## src/rtl/writeback_arbiter_if.sv

```systemverilog
// Write-back bus bundle: ALU and LSU result channels, issue tracking,
// and the registered register-file write port.
interface writeback_arbiter_if;
  logic        alu_valid;
  logic        alu_ready;
  logic [4:0]  alu_rd;
  logic [31:0] alu_data;
  logic        lsu_valid;
  logic        lsu_ready;
  logic [4:0]  lsu_rd;
  logic [31:0] lsu_data;
  logic        issue_en;
  logic [4:0]  issue_rd;
  logic [31:0] busy;
  logic        reg_write_en;
  logic [4:0]  rd_addr;
  logic [31:0] write_data;

  modport master (
    output alu_valid, alu_rd, alu_data,
    output lsu_valid, lsu_rd, lsu_data,
    output issue_en, issue_rd,
    input  alu_ready, lsu_ready, busy,
    input  reg_write_en, rd_addr, write_data
  );

  modport slave (
    input  alu_valid, alu_rd, alu_data,
    input  lsu_valid, lsu_rd, lsu_data,
    input  issue_en, issue_rd,
    output alu_ready, lsu_ready, busy,
    output reg_write_en, rd_addr, write_data
  );
endinterface

```

## src/rtl/writeback_arbiter.sv

```systemverilog
// Arbitrates ALU results and buffered LSU results onto the single register-file
// write port, and tracks long-latency destinations in a pending-write bitmap.
module writeback_arbiter #(
  parameter int QUEUE_DEPTH = 2
) (
  input  logic               clk,
  input  logic               rst_n,
  writeback_arbiter_if.slave bus
);

  localparam int AW = $clog2(QUEUE_DEPTH);
  localparam int PW = AW + 1;

  logic [PW-1:0] wr_ptr;
  logic [PW-1:0] rd_ptr;
  logic [4:0]    fifo_rd   [QUEUE_DEPTH];
  logic [31:0]   fifo_data [QUEUE_DEPTH];
  logic          fifo_empty;
  logic          fifo_full;
  logic          push;
  logic          pop;
  logic [4:0]    head_rd;
  logic [31:0]   head_data;

  logic          contended;
  logic          grant_alu;
  logic          grant_lsu;
  logic          last_grant_lsu;

  logic          wen_q;
  logic [4:0]    rd_q;
  logic [31:0]   data_q;
  logic          from_lsu_q;
  logic [31:0]   busy_q;
  logic [31:0]   busy_nxt;

  // Pointer MSB distinguishes full from empty when the index bits match.
  assign fifo_empty = (wr_ptr == rd_ptr);
  assign fifo_full  = (wr_ptr[AW] != rd_ptr[AW]) &&
                      (wr_ptr[AW-1:0] == rd_ptr[AW-1:0]);
  assign push       = bus.lsu_valid && !fifo_full;
  assign head_rd    = fifo_rd[rd_ptr[AW-1:0]];
  assign head_data  = fifo_data[rd_ptr[AW-1:0]];

  // On contention the source that did not win last time gets the port.
  assign contended  = bus.alu_valid && !fifo_empty;
  assign grant_alu  = bus.alu_valid && (fifo_empty || last_grant_lsu);
  assign grant_lsu  = !fifo_empty && !grant_alu;
  assign pop        = grant_lsu;

  assign bus.alu_ready    = grant_alu;
  assign bus.lsu_ready    = !fifo_full;
  assign bus.busy         = busy_q;
  assign bus.reg_write_en = wen_q;
  assign bus.rd_addr      = rd_q;
  assign bus.write_data   = data_q;

  always_ff @(posedge clk) begin
    if (push) begin
      fifo_rd[wr_ptr[AW-1:0]]   <= bus.lsu_rd;
      fifo_data[wr_ptr[AW-1:0]] <= bus.lsu_data;
    end
  end

  always_ff @(posedge clk or negedge rst_n) begin
    if (!rst_n) begin
      wr_ptr         <= '0;
      rd_ptr         <= '0;
      last_grant_lsu <= 1'b1;
    end else begin
      if (push) wr_ptr <= wr_ptr + PW'(1);
      if (pop)  rd_ptr <= rd_ptr + PW'(1);
      if (contended) last_grant_lsu <= grant_lsu;
    end
  end

  always_ff @(posedge clk or negedge rst_n) begin
    if (!rst_n) begin
      wen_q      <= 1'b0;
      rd_q       <= '0;
      data_q     <= '0;
      from_lsu_q <= 1'b0;
    end else if (grant_alu) begin
      wen_q      <= (bus.alu_rd != 5'd0);
      rd_q       <= bus.alu_rd;
      data_q     <= bus.alu_data;
      from_lsu_q <= 1'b0;
    end else if (grant_lsu) begin
      wen_q      <= (head_rd != 5'd0);
      rd_q       <= head_rd;
      data_q     <= head_data;
      from_lsu_q <= 1'b1;
    end else begin
      wen_q      <= 1'b0;
      from_lsu_q <= 1'b0;
    end
  end

  // Clear on the commit edge of an LSU write; a same-edge issue re-arms the bit.
  always_comb begin
    busy_nxt = busy_q;
    if (wen_q && from_lsu_q) busy_nxt[rd_q] = 1'b0;
    if (bus.issue_en && (bus.issue_rd != 5'd0)) busy_nxt[bus.issue_rd] = 1'b1;
    busy_nxt[0] = 1'b0;
  end

  always_ff @(posedge clk or negedge rst_n) begin
    if (!rst_n) busy_q <= '0;
    else        busy_q <= busy_nxt;
  end

endmodule

```

## src/flat_wrapper.sv

```systemverilog
// flat-port wrapper written by rule: the top's interface ports become plain ports
module writeback_arbiter_flat 
#(
  parameter int QUEUE_DEPTH = 2
)
  (clk, rst_n, bus_alu_valid, bus_alu_rd, bus_alu_data, bus_lsu_valid, bus_lsu_rd, bus_lsu_data, bus_issue_en, bus_issue_rd, bus_alu_ready, bus_lsu_ready, bus_busy, bus_reg_write_en, bus_rd_addr, bus_write_data);
  writeback_arbiter_if bus_i ();
  input  logic clk;
  input  logic rst_n;
  input wire logic [$bits(bus_i.alu_valid)-1:0] bus_alu_valid;
  input wire logic [$bits(bus_i.alu_rd)-1:0] bus_alu_rd;
  input wire logic [$bits(bus_i.alu_data)-1:0] bus_alu_data;
  input wire logic [$bits(bus_i.lsu_valid)-1:0] bus_lsu_valid;
  input wire logic [$bits(bus_i.lsu_rd)-1:0] bus_lsu_rd;
  input wire logic [$bits(bus_i.lsu_data)-1:0] bus_lsu_data;
  input wire logic [$bits(bus_i.issue_en)-1:0] bus_issue_en;
  input wire logic [$bits(bus_i.issue_rd)-1:0] bus_issue_rd;
  output wire logic [$bits(bus_i.alu_ready)-1:0] bus_alu_ready;
  output wire logic [$bits(bus_i.lsu_ready)-1:0] bus_lsu_ready;
  output wire logic [$bits(bus_i.busy)-1:0] bus_busy;
  output wire logic [$bits(bus_i.reg_write_en)-1:0] bus_reg_write_en;
  output wire logic [$bits(bus_i.rd_addr)-1:0] bus_rd_addr;
  output wire logic [$bits(bus_i.write_data)-1:0] bus_write_data;
  assign bus_i.alu_valid = bus_alu_valid;
  assign bus_i.alu_rd = bus_alu_rd;
  assign bus_i.alu_data = bus_alu_data;
  assign bus_i.lsu_valid = bus_lsu_valid;
  assign bus_i.lsu_rd = bus_lsu_rd;
  assign bus_i.lsu_data = bus_lsu_data;
  assign bus_i.issue_en = bus_issue_en;
  assign bus_i.issue_rd = bus_issue_rd;
  assign bus_alu_ready = bus_i.alu_ready;
  assign bus_lsu_ready = bus_i.lsu_ready;
  assign bus_busy = bus_i.busy;
  assign bus_reg_write_en = bus_i.reg_write_en;
  assign bus_rd_addr = bus_i.rd_addr;
  assign bus_write_data = bus_i.write_data;
  writeback_arbiter #(.QUEUE_DEPTH(QUEUE_DEPTH)) u_core (.clk(clk), .rst_n(rst_n), .bus(bus_i));
endmodule
```

## config.mk

```make
export PLATFORM = sky130hd
export DESIGN_NAME = writeback_arbiter_flat
export DESIGN_NICKNAME = d
export VERILOG_FILES = /design/src/rtl/writeback_arbiter_if.sv /design/src/rtl/writeback_arbiter.sv /design/src/flat_wrapper.sv
export SDC_FILE = /design/constraint.sdc
export NUM_CORES = 1
export LEC_CHECK = 0
export ABC_CLOCK_PERIOD_IN_PS = 3550
export CORE_AREA = 2 2 94 141
export CTS_CLUSTER_SIZE = 14
export DETAILED_ROUTE_END_ITERATION = 10
export DIE_AREA = 0 0 96 143
export HOLD_SLACK_MARGIN = 0.12
export MAX_ROUTING_LAYER = met4
export PLACE_DENSITY_LB_ADDON = 0.3
export SKIP_LAST_GASP = 1
export SLEW_MARGIN = 20
export SYNTH_ARGS = -nofsm -noshare
export SYNTH_HDL_FRONTEND = slang
export SYNTH_SLANG_ARGS = --single-unit
export TNS_END_PERCENT = 50
```

## constraint.sdc

```tcl
create_clock -name clk -period 3.55 [get_ports clk]
set_input_delay 0.355 -clock clk [delete_from_list [all_inputs] [get_ports clk]]
set_output_delay 0.355 -clock clk [all_outputs]
set_load 0.05 [all_outputs]
```

# After elaboration in Yosys (flattened, before gate mapping)
# Memory sizes are Yosys's and may differ from the RTL's.
# Index checks and enable logic that the tools add are counted.
# op_classes
n_reduce_logical	17
magnitude_cmp	4
mux	16
add_sub_neg	2
bitwise	3
n_eq_ne	3
# op_table
op	n
two-way mux 32 bit	4
bitwise AND 32 bit	1
inverter 32 bit	1
bitwise OR 32 bit	1
nonzero test 5 bit	3
< comparator 5 x 6 -> 1 bit (second input constant)	2
demux 1 bit (select 5 bit)	2
>= comparator 5 x 1 -> 1 bit (second input constant)	2
two-way mux 5 bit	2
logical AND 1 bit	9
two-way mux 1 bit	8
adder 2 x 1 -> 2 bit (second input constant)	2
logical NOT 1 bit	3
equality test 2 bit	1
nonzero test 2 bit	1
equality test 1 bit	1
logical OR 1 bit	1
inequality test 1 bit	1
# word_totals
register_bits	75
word_cells	55
ram_bits	74
input_bits	84
mem_count	2
# memory_table
name	words	width	read_ports	rd_clocked_by_memory_dff	write_ports	line	text
u_core.fifo_data	2	32	1	0	1	writeback_arbiter.sv:17	logic [31:0] fifo_data [QUEUE_DEPTH];
u_core.fifo_rd	2	5	1	0	1	writeback_arbiter.sv:16	logic [4:0] fifo_rd [QUEUE_DEPTH];

# Logic depth before layout (Yosys ltp)
# Gate-level depths: netlist (run 1).
# logic_depth
word_depth	9
ltp_mapped	7

# Least setup slack after synthesis (run 1)
# OpenSTA, ideal clock, no wires.
# synth_timing
kind	reg-to-reg
start	register u_core.rd_ptr[0]
end	memory u_core.fifo_data[0][0] (enable)
setup_slack_ps	193
stages_incl_launch_ff	6
t_arrival_ps	2925
path_buffers	1
synth_period_minus_slack_ps	3357
t_required_ps	3119
setup_ps	431
cell_sequence	dfrtp_1 -> buf_2 -> xor2_2 -> nand2b_1 -> nand2_1 -> nor2_1
# synth_between
elab_chain_cells	6
# synth_lines
item	line	text
from (decl)	writeback_arbiter.sv:15	logic [PW-1:0] rd_ptr;
from (signal assigned)	writeback_arbiter.sv:72	if (pop) rd_ptr <= rd_ptr + PW'(1);
equality test 1 bit	writeback_arbiter.sv:40	(wr_ptr[AW-1:0] == rd_ptr[AW-1:0]);
logical AND 1 bit	writeback_arbiter.sv:39	assign fifo_full = (wr_ptr[AW] != rd_ptr[AW]) &&
logical NOT 1 bit	--	
net bus_lsu_ready	flat_wrapper.sv:19	output wire logic [$bits(bus_i.lsu_ready)-1:0] bus_lsu_ready;
logical AND 1 bit	writeback_arbiter.sv:41	assign push = bus.lsu_valid && !fifo_full;
two-way mux 1 bit	writeback_arbiter.sv:59	if (push) begin
two-way mux 1 bit (not written as such)	writeback_arbiter.sv:61	fifo_data[wr_ptr[AW-1:0]] <= bus.lsu_data;
to (decl)	writeback_arbiter.sv:17	
# The timed path passes the listed nets, and every way through them passes these cells.

# Worst setup path in the final report (run 1)
# layout_timing
start	register u_core.rd_ptr[1]
end	output bus_alu_ready
# layout_between
elab_chain_cells	3
# layout_lines
item	line	text
equality test 2 bit	writeback_arbiter.sv:38	assign fifo_empty = (wr_ptr == rd_ptr);
logical OR 1 bit	writeback_arbiter.sv:47	assign grant_alu = bus.alu_valid && (fifo_empty || last_grant_lsu);
logical AND 1 bit	writeback_arbiter.sv:47	
to (decl)	flat_wrapper.sv:18	output wire logic [$bits(bus_i.alu_ready)-1:0] bus_alu_ready;
# No other way between the ends.

==> results.sh, run 1 <==
export IMPL_status="completed"
export IMPL_grtUsageTotal=0.2286
export IMPL_ys_warn_count=0
export IMPL_drc=0
export IMPL_synth_compound_area_share=0.1484
export IMPL_vias=4451
export IMPL_ys_seq_area_frac=0.6831
export IMPL_antennaDiodeCount=0
export IMPL_synthCells=483
export IMPL_fin_skew_ns=0.01531
export IMPL_drt_pass1_iter_count=4
export IMPL_final_cell_mix="clkdlybuf4s50_1, o21ai_0, o21ai_1, edfxtp_1, dfrtp_1"
export IMPL_synthAdderAreaFrac=0
export IMPL_grt_max_degree=76
export IMPL_io_pins=156
export IMPL_die_w_um=96
export IMPL_grt_antenna_before_repair=0
export IMPL_setup_viol=0
export IMPL_final_common_cell="clkdlybuf4s50_1"
export IMPL_dieArea_um2=13730
export IMPL_start_util=0.4821
export IMPL_design_area_um2=8307
export IMPL_grt_pass1_wl_mm=22.94
export IMPL_root_buffer="clkbuf_16"
export IMPL_finish_utilization=0.6672
export IMPL_cts_tree="done"
export IMPL_synthXorXnorAreaFrac=0.01272
export IMPL_ys_types=34
export IMPL_avgRoutedWirePerCell_um=18.46
export IMPL_cts_htree_levels=4
export IMPL_drive_above_1_share=0.07740
export IMPL_synth_nets=567
export IMPL_grt_pass1_vias=4696
export IMPL_seq_area_um2=4101
export IMPL_synth_area_um2=6002
export IMPL_critical_path_class="flop to output port"
export IMPL_synth_simple_area_share=0.06984
export IMPL_ant_nets=0
export IMPL_clk_pin_slew_ns=0.06
export IMPL_maxSlewViolCount=0
export IMPL_gr_total_overflow=0
export IMPL_syn_to_final_growth_pct=38.40
export IMPL_cts_inserted_buffers=17
export IMPL_wirelength_mm=14.80
export IMPL_syn_avg_cell_area_um2=12.43
export IMPL_dp_hpwl_mm=10.24
export IMPL_multi_input_area_um2=1790
export IMPL_drv_cap=0
export IMPL_synth_top_family_by_area="compound AO/OA/AOI/OAI gates"
export IMPL_cp_end_kind="output port"
export IMPL_layout_nets=717
export IMPL_critPathArrivalTime_ns=2.42
export IMPL_crit_fanout=51
export IMPL_worst_pin_slew_ns=0.9837
export IMPL_cts_buffer_depth=2
export IMPL_period_share=0.7814
export IMPL_slew_headroom=0.3442
export IMPL_drtIter0Drc=251
export IMPL_cp_start_kind="flop"
export IMPL_fillers=915
export IMPL_fin_setup_tns_ns=0
export IMPL_cp_data_required_time_ns=3.19
export IMPL_hp_class="input port to async pin"
export IMPL_cts_resized_gates=0
export IMPL_finalCriticalPeriod_ns=2.774
export IMPL_dpl_instance_area_um2=7676
export IMPL_routed_via_density=5.550
export IMPL_rsz0062_at_grt="false"
export IMPL_ctsHoldBuffers=0
export IMPL_io_buffers=154
export IMPL_cts_sinks=149
export IMPL_rows=50
export IMPL_yosys_register_bits=149
export IMPL_synth_mux_area_frac=0.06004
export IMPL_cts_setup_buffers=0
export IMPL_place_gp_congestion=0.8236
export IMPL_die_h_um=143
export IMPL_max_freq_mhz=360.5
export IMPL_core_area_um2=12450
export IMPL_report_final_hold_viol_count=0
export IMPL_clk_latency_ns=0.41
synthesized netlist by cell type, drive strengths merged:
master | count | share of area
or2 | 1 | 0.0015
or3 | 3 | 0.0031
nand3b | 8 | 0.010
and3 | 1 | 0.0010
mux2i | 36 | 0.060
nand2b | 1 | 0.0010
buf | 18 | 0.017
nor2b | 2 | 0.0021
edfxtp | 74 | 0.37
conb | 1 | 0.00062
a22oi | 1 | 0.0013
o21ai | 172 | 0.14
a2111oi | 1 | 0.0017
nand3 | 4 | 0.0033
nor2 | 6 | 0.0038
nor3 | 4 | 0.0033
or4 | 1 | 0.0013
clkbuf | 11 | 0.0069
nand2 | 44 | 0.028
or3b | 4 | 0.0058
xnor2 | 4 | 0.0058
dfstp | 1 | 0.0044
xor2 | 3 | 0.0069
nand4b | 2 | 0.0029
dfrtp | 74 | 0.31
nor4 | 1 | 0.0010
o31ai | 1 | 0.0021
and2 | 1 | 0.0010
nand4 | 1 | 0.0010
inv | 2 | 0.0013
cell families (layout without fill, tap and decap cells):
kind of cell / Yosys count / after routing
other: 1 / 1
xor gates and xnor gates: 7 / 7
AOI/OAI and AO/OA: 175 / 175
DFF: 149 / 149
muxes: 36 / 36
buffers and inverters: 31 / 194
and+or+nand+nor: 84 / 84
state kept, by name (all words and copies together), names as in the netlist:
| signal | flops |
|---|---|
| u_core.bus.busy | 31 |
| u_core.bus.rd_addr | 5 |
| u_core.bus.reg_write_en | 1 |
| u_core.bus.write_data | 32 |
| u_core.fifo_data | 64 |
| u_core.fifo_rd | 10 |
| u_core.from_lsu_q | 1 |
| u_core.last_grant_lsu | 1 |
| u_core.rd_ptr | 2 |
| u_core.wr_ptr | 2 |
stage by stage:
step | hold slack (ns) | setup slack [ns] | instances
detailed placement | 0.4820 | 1.116 | 770
global route | 0.1832 | 0.6225 | 802
CTS | 0.1289 | 0.7318 | 802
floorplan | 0.05941 | 0.1932 | 483
global placement | 0.4730 | 1.230 | 770
finish | 0.09967 | 0.7760 | 802
per-layer routing:
metal	GRT usage	share of wire	up-vias	routed length (µm)
met5	-	0	-	0
met4	0.1015	0.027	0	397
met3	0.04433	0.053	25	786
met2	0.4050	0.55	185	8193
met1	0.2413	0.37	2168	5423
li1	-	-	2073	-
area by class of cell:
| cell class | instances | share of cell area |
|---|---|---|
| Timing Repair Buffer | 160 | 0.1904 |
| Sequential cell | 149 | 0.4937 |
| Tap cell | 156 | 0.02350 |
| Inverter | 2 | 0.0009038 |
| Multi-Input combinational cell | 303 | 0.2155 |
| Clock inverter | 7 | 0.005874 |
| Clock buffer | 25 | 0.07004 |
worst max-delay path: stages (launching register included):
cell	delay [ns]
dfrtp_1	0.44
xor2_4	0.26
buf_4	0.26
o31ai_4	0.28
buf_4	0.47
buf_4	0.29
final timing paths:
check                                               from  cells past startpoint                                     to  slack (ns)
max                         u_core.rd_ptr[1]$_DFFE_PN0P_                      5                          bus_alu_ready        0.78
max in group asynchronous                          rst_n                      1           u_core.rd_ptr[0]$_DFFE_PN0P_        2.76
min                                                rst_n                      1          u_core.bus.busy[19]$_DFF_PN0_         0.1
min reg2reg                u_core.bus.busy[16]$_DFF_PN0_                      2          u_core.bus.busy[16]$_DFF_PN0_        0.49
min in group clk                        bus_alu_data[23]                      3  u_core.bus.write_data[23]$_DFFE_PN0P_        0.48
max reg2reg                 u_core.rd_ptr[1]$_DFFE_PN0P_                      5       u_core.fifo_data[0][3]$_DFFE_PP_        1.31
Power of run 1 is not shown: default switching activity piles up to over one toggle a cycle in this logic, so the estimate is an artifact.
==> run 2: changes to the inputs <==
ABC_CLOCK_PERIOD_IN_PS = 2900   (was 3550)
clock period = 2.9 ns   (was 3.55 ns; I/O delays follow)
==> results.sh, run 2 (synthesized netlist as in run 1, its figures left out) <==
export IMPL_place_ws_ns=0.5537
export IMPL_maxSlewViolCount=0
export IMPL_drc=0
export IMPL_fin_setup_tns_ns=0
export IMPL_cp_slowest_cell="dfrtp_1"
export IMPL_layout_nets=722
export IMPL_seq_area_um2=4101
export IMPL_rsz0062_at_grt="false"
export IMPL_clk_latency_ns=0.41
export IMPL_hold_start="bus_alu_data[18]"
export IMPL_grt_antenna_before_repair=1
export IMPL_root_buffer="clkbuf_16"
export IMPL_drv_cap=0
export IMPL_cts_sinks=149
export IMPL_die_w_um=96
export IMPL_final_cell_mix="clkdlybuf4s50_1, o21ai_0, o21ai_1, edfxtp_1, dfrtp_1"
export IMPL_ff2ff_path_depth=5
export IMPL_status="completed"
export IMPL_reg2reg_setup_slack_ns=0.53
export IMPL_path_cells="xor2_4 > nand2b_1 > nand2_1 > nor2_4 > buf_12"
export IMPL_cts_setup_buffers=0
export IMPL_fin_skew_ns=0.007464
export IMPL_period_share=0.8163
export IMPL_worst_pin_slew_ns=0.9647
export IMPL_grt_pass1_wl_mm=22.92
export IMPL_cts_tree="done"
export IMPL_ant_nets=0
export IMPL_place_gp_congestion=0.8060
export IMPL_drtIter0Drc=288
export IMPL_drt_pass1_iter_count=4
export IMPL_multi_input_area_um2=1790
export IMPL_cts_inserted_buffers=17
export IMPL_cp_data_required_time_ns=3.00
export IMPL_avgRoutedWirePerCell_um=18.02
export IMPL_crit_fanout=23
export IMPL_dp_hpwl_mm=10.16
export IMPL_die_h_um=143
export IMPL_vias=4470
export IMPL_grt_max_degree=76
export IMPL_critical_path_class="flop to flop"
export IMPL_max_freq_mhz=422.4
export IMPL_cp_end_kind="flop"
export IMPL_layout_setup_ws_ns=0.5327
export IMPL_cts_htree_levels=4
export IMPL_hold_path_depth=3
export IMPL_cts_buffer_depth=2
export IMPL_io_pins=156
export IMPL_r2r_end="u_core.fifo_data[0][9]$_DFFE_PP_"
export IMPL_rows=50
export IMPL_largest_register_ffs=64
export IMPL_finalCriticalPeriod_ns=2.367
export IMPL_fillers=929
export IMPL_drive_above_1_share=0.07680
export IMPL_start_util=0.4821
export IMPL_hp_class="input port to flop"
export IMPL_syn_to_final_growth_pct=38.57
export IMPL_met3_usage=0.05277
export IMPL_io_buffers=154
export IMPL_dieArea_um2=13730
export IMPL_cp_start_kind="flop"
export IMPL_min_to="u_core.bus.write_data[18]$_DFFE_PN0P_"
export IMPL_grt_busiest_layer="met2"
export IMPL_report_final_hold_viol_count=0
export IMPL_gr_usage_met1=0.2453
export IMPL_routed_via_density=5.532
export IMPL_grtUsageTotal=0.2285
export IMPL_wirelength_mm=14.56
export IMPL_use_met2=0.3951
export IMPL_slew_headroom=0.3569
export IMPL_setup_viol=0
export IMPL_gr_total_overflow=0
export IMPL_final_common_cell="clkdlybuf4s50_1"
export IMPL_r2r_start="u_core.wr_ptr[0]$_DFFE_PN0P_"
export IMPL_cpPeakStageDelay_ns=0.51
export IMPL_critPathArrivalTime_ns=2.47
export IMPL_core_area_um2=12450
export IMPL_finish_utilization=0.6680
export IMPL_clk_pin_slew_ns=0.06
export IMPL_grt_pass1_vias=4674
-- run 2: cell count changes in the layout (fill, tap and decap cells not counted), sizes merged, moves of 2 or more --
cell,change
buf,+5
clkinvlp,+2
clkbuf,-2
inv,-3
clkinv,+2
-- run 2: worst max path at each step --
stage / from / endpoint / slack, ns / cells after the start
final: u_core.wr_ptr[0]$_DFFE_PN0P_ / u_core.fifo_data[0][9]$_DFFE_PP_ / 0.53 / 5
after global routing: u_core.wr_ptr[0]$_DFFE_PN0P_ / u_core.fifo_data[0][9]$_DFFE_PP_ / 0.41 / 5
after CTS: u_core.wr_ptr[0]$_DFFE_PN0P_ / u_core.fifo_data[0][11]$_DFFE_PP_ / 0.53 / 5
after detailed placement: u_core.wr_ptr[0]$_DFFE_PN0P_ / u_core.fifo_data[0][6]$_DFFE_PP_ / 0.55 / 5
after global placement: u_core.wr_ptr[0]$_DFFE_PN0P_ / u_core.fifo_data[0][8]$_DFFE_PP_ / 0.62 / 5
after floorplan: u_core.rd_ptr[0]$_DFFE_PN0P_ / u_core.fifo_data[0][0]$_DFFE_PP_ / 0.14 / 5
-- run 2: timing repair --
item,in CTS,in global routing
gates resized for setup,0,0
hold endpoints to repair,74,0
setup endpoints to repair,0,0
hold buffers,1,0
-- run 2: final cells by class --
type,instances,area share
antenna,1,0.0003009
clock buffer,23,0.05506
clock inverter,9,0.009628
inverter,2,0.0009027
multi-input combinational,303,0.2153
sequential,149,0.4932
tap,156,0.02347
timing repair buffer,165,0.2022
-- run 2: worst max-delay path, delay by kind of cell, from the launching register on --
| family | cells | cell delay [ns] |
|---|---|---|
| DFF | 1 | 0.51 |
| and+or+nand+nor | 3 | 0.83 |
| buffers and inverters | 1 | 0.25 |
| xor gates and xnor gates | 1 | 0.47 |
-- run 2: stage by stage --
stage | cells | hold WS (ns) | cell area [µm²]
4_1_cts | 807 | 0.4057 | 8314
3_3_place_gp | 774 | 0.4856 | 7766
3_5_place_dp | 774 | 0.5012 | 7766
6_report | 808 | 0.4213 | 8317
5_1_grt | 808 | 0.4204 | 8317
2_1_floorplan | 483 | -0.005591 | 6005
-- run 2: metal layers --
metal | vias to the layer above | wire length [µm]
met4 | 0 | 398
met1 | 2182 | 5340
met3 | 35 | 930
met5 | - | 0
met2 | 181 | 7892
li1 | 2072 | -
Power of run 2 is left out for the same reason.
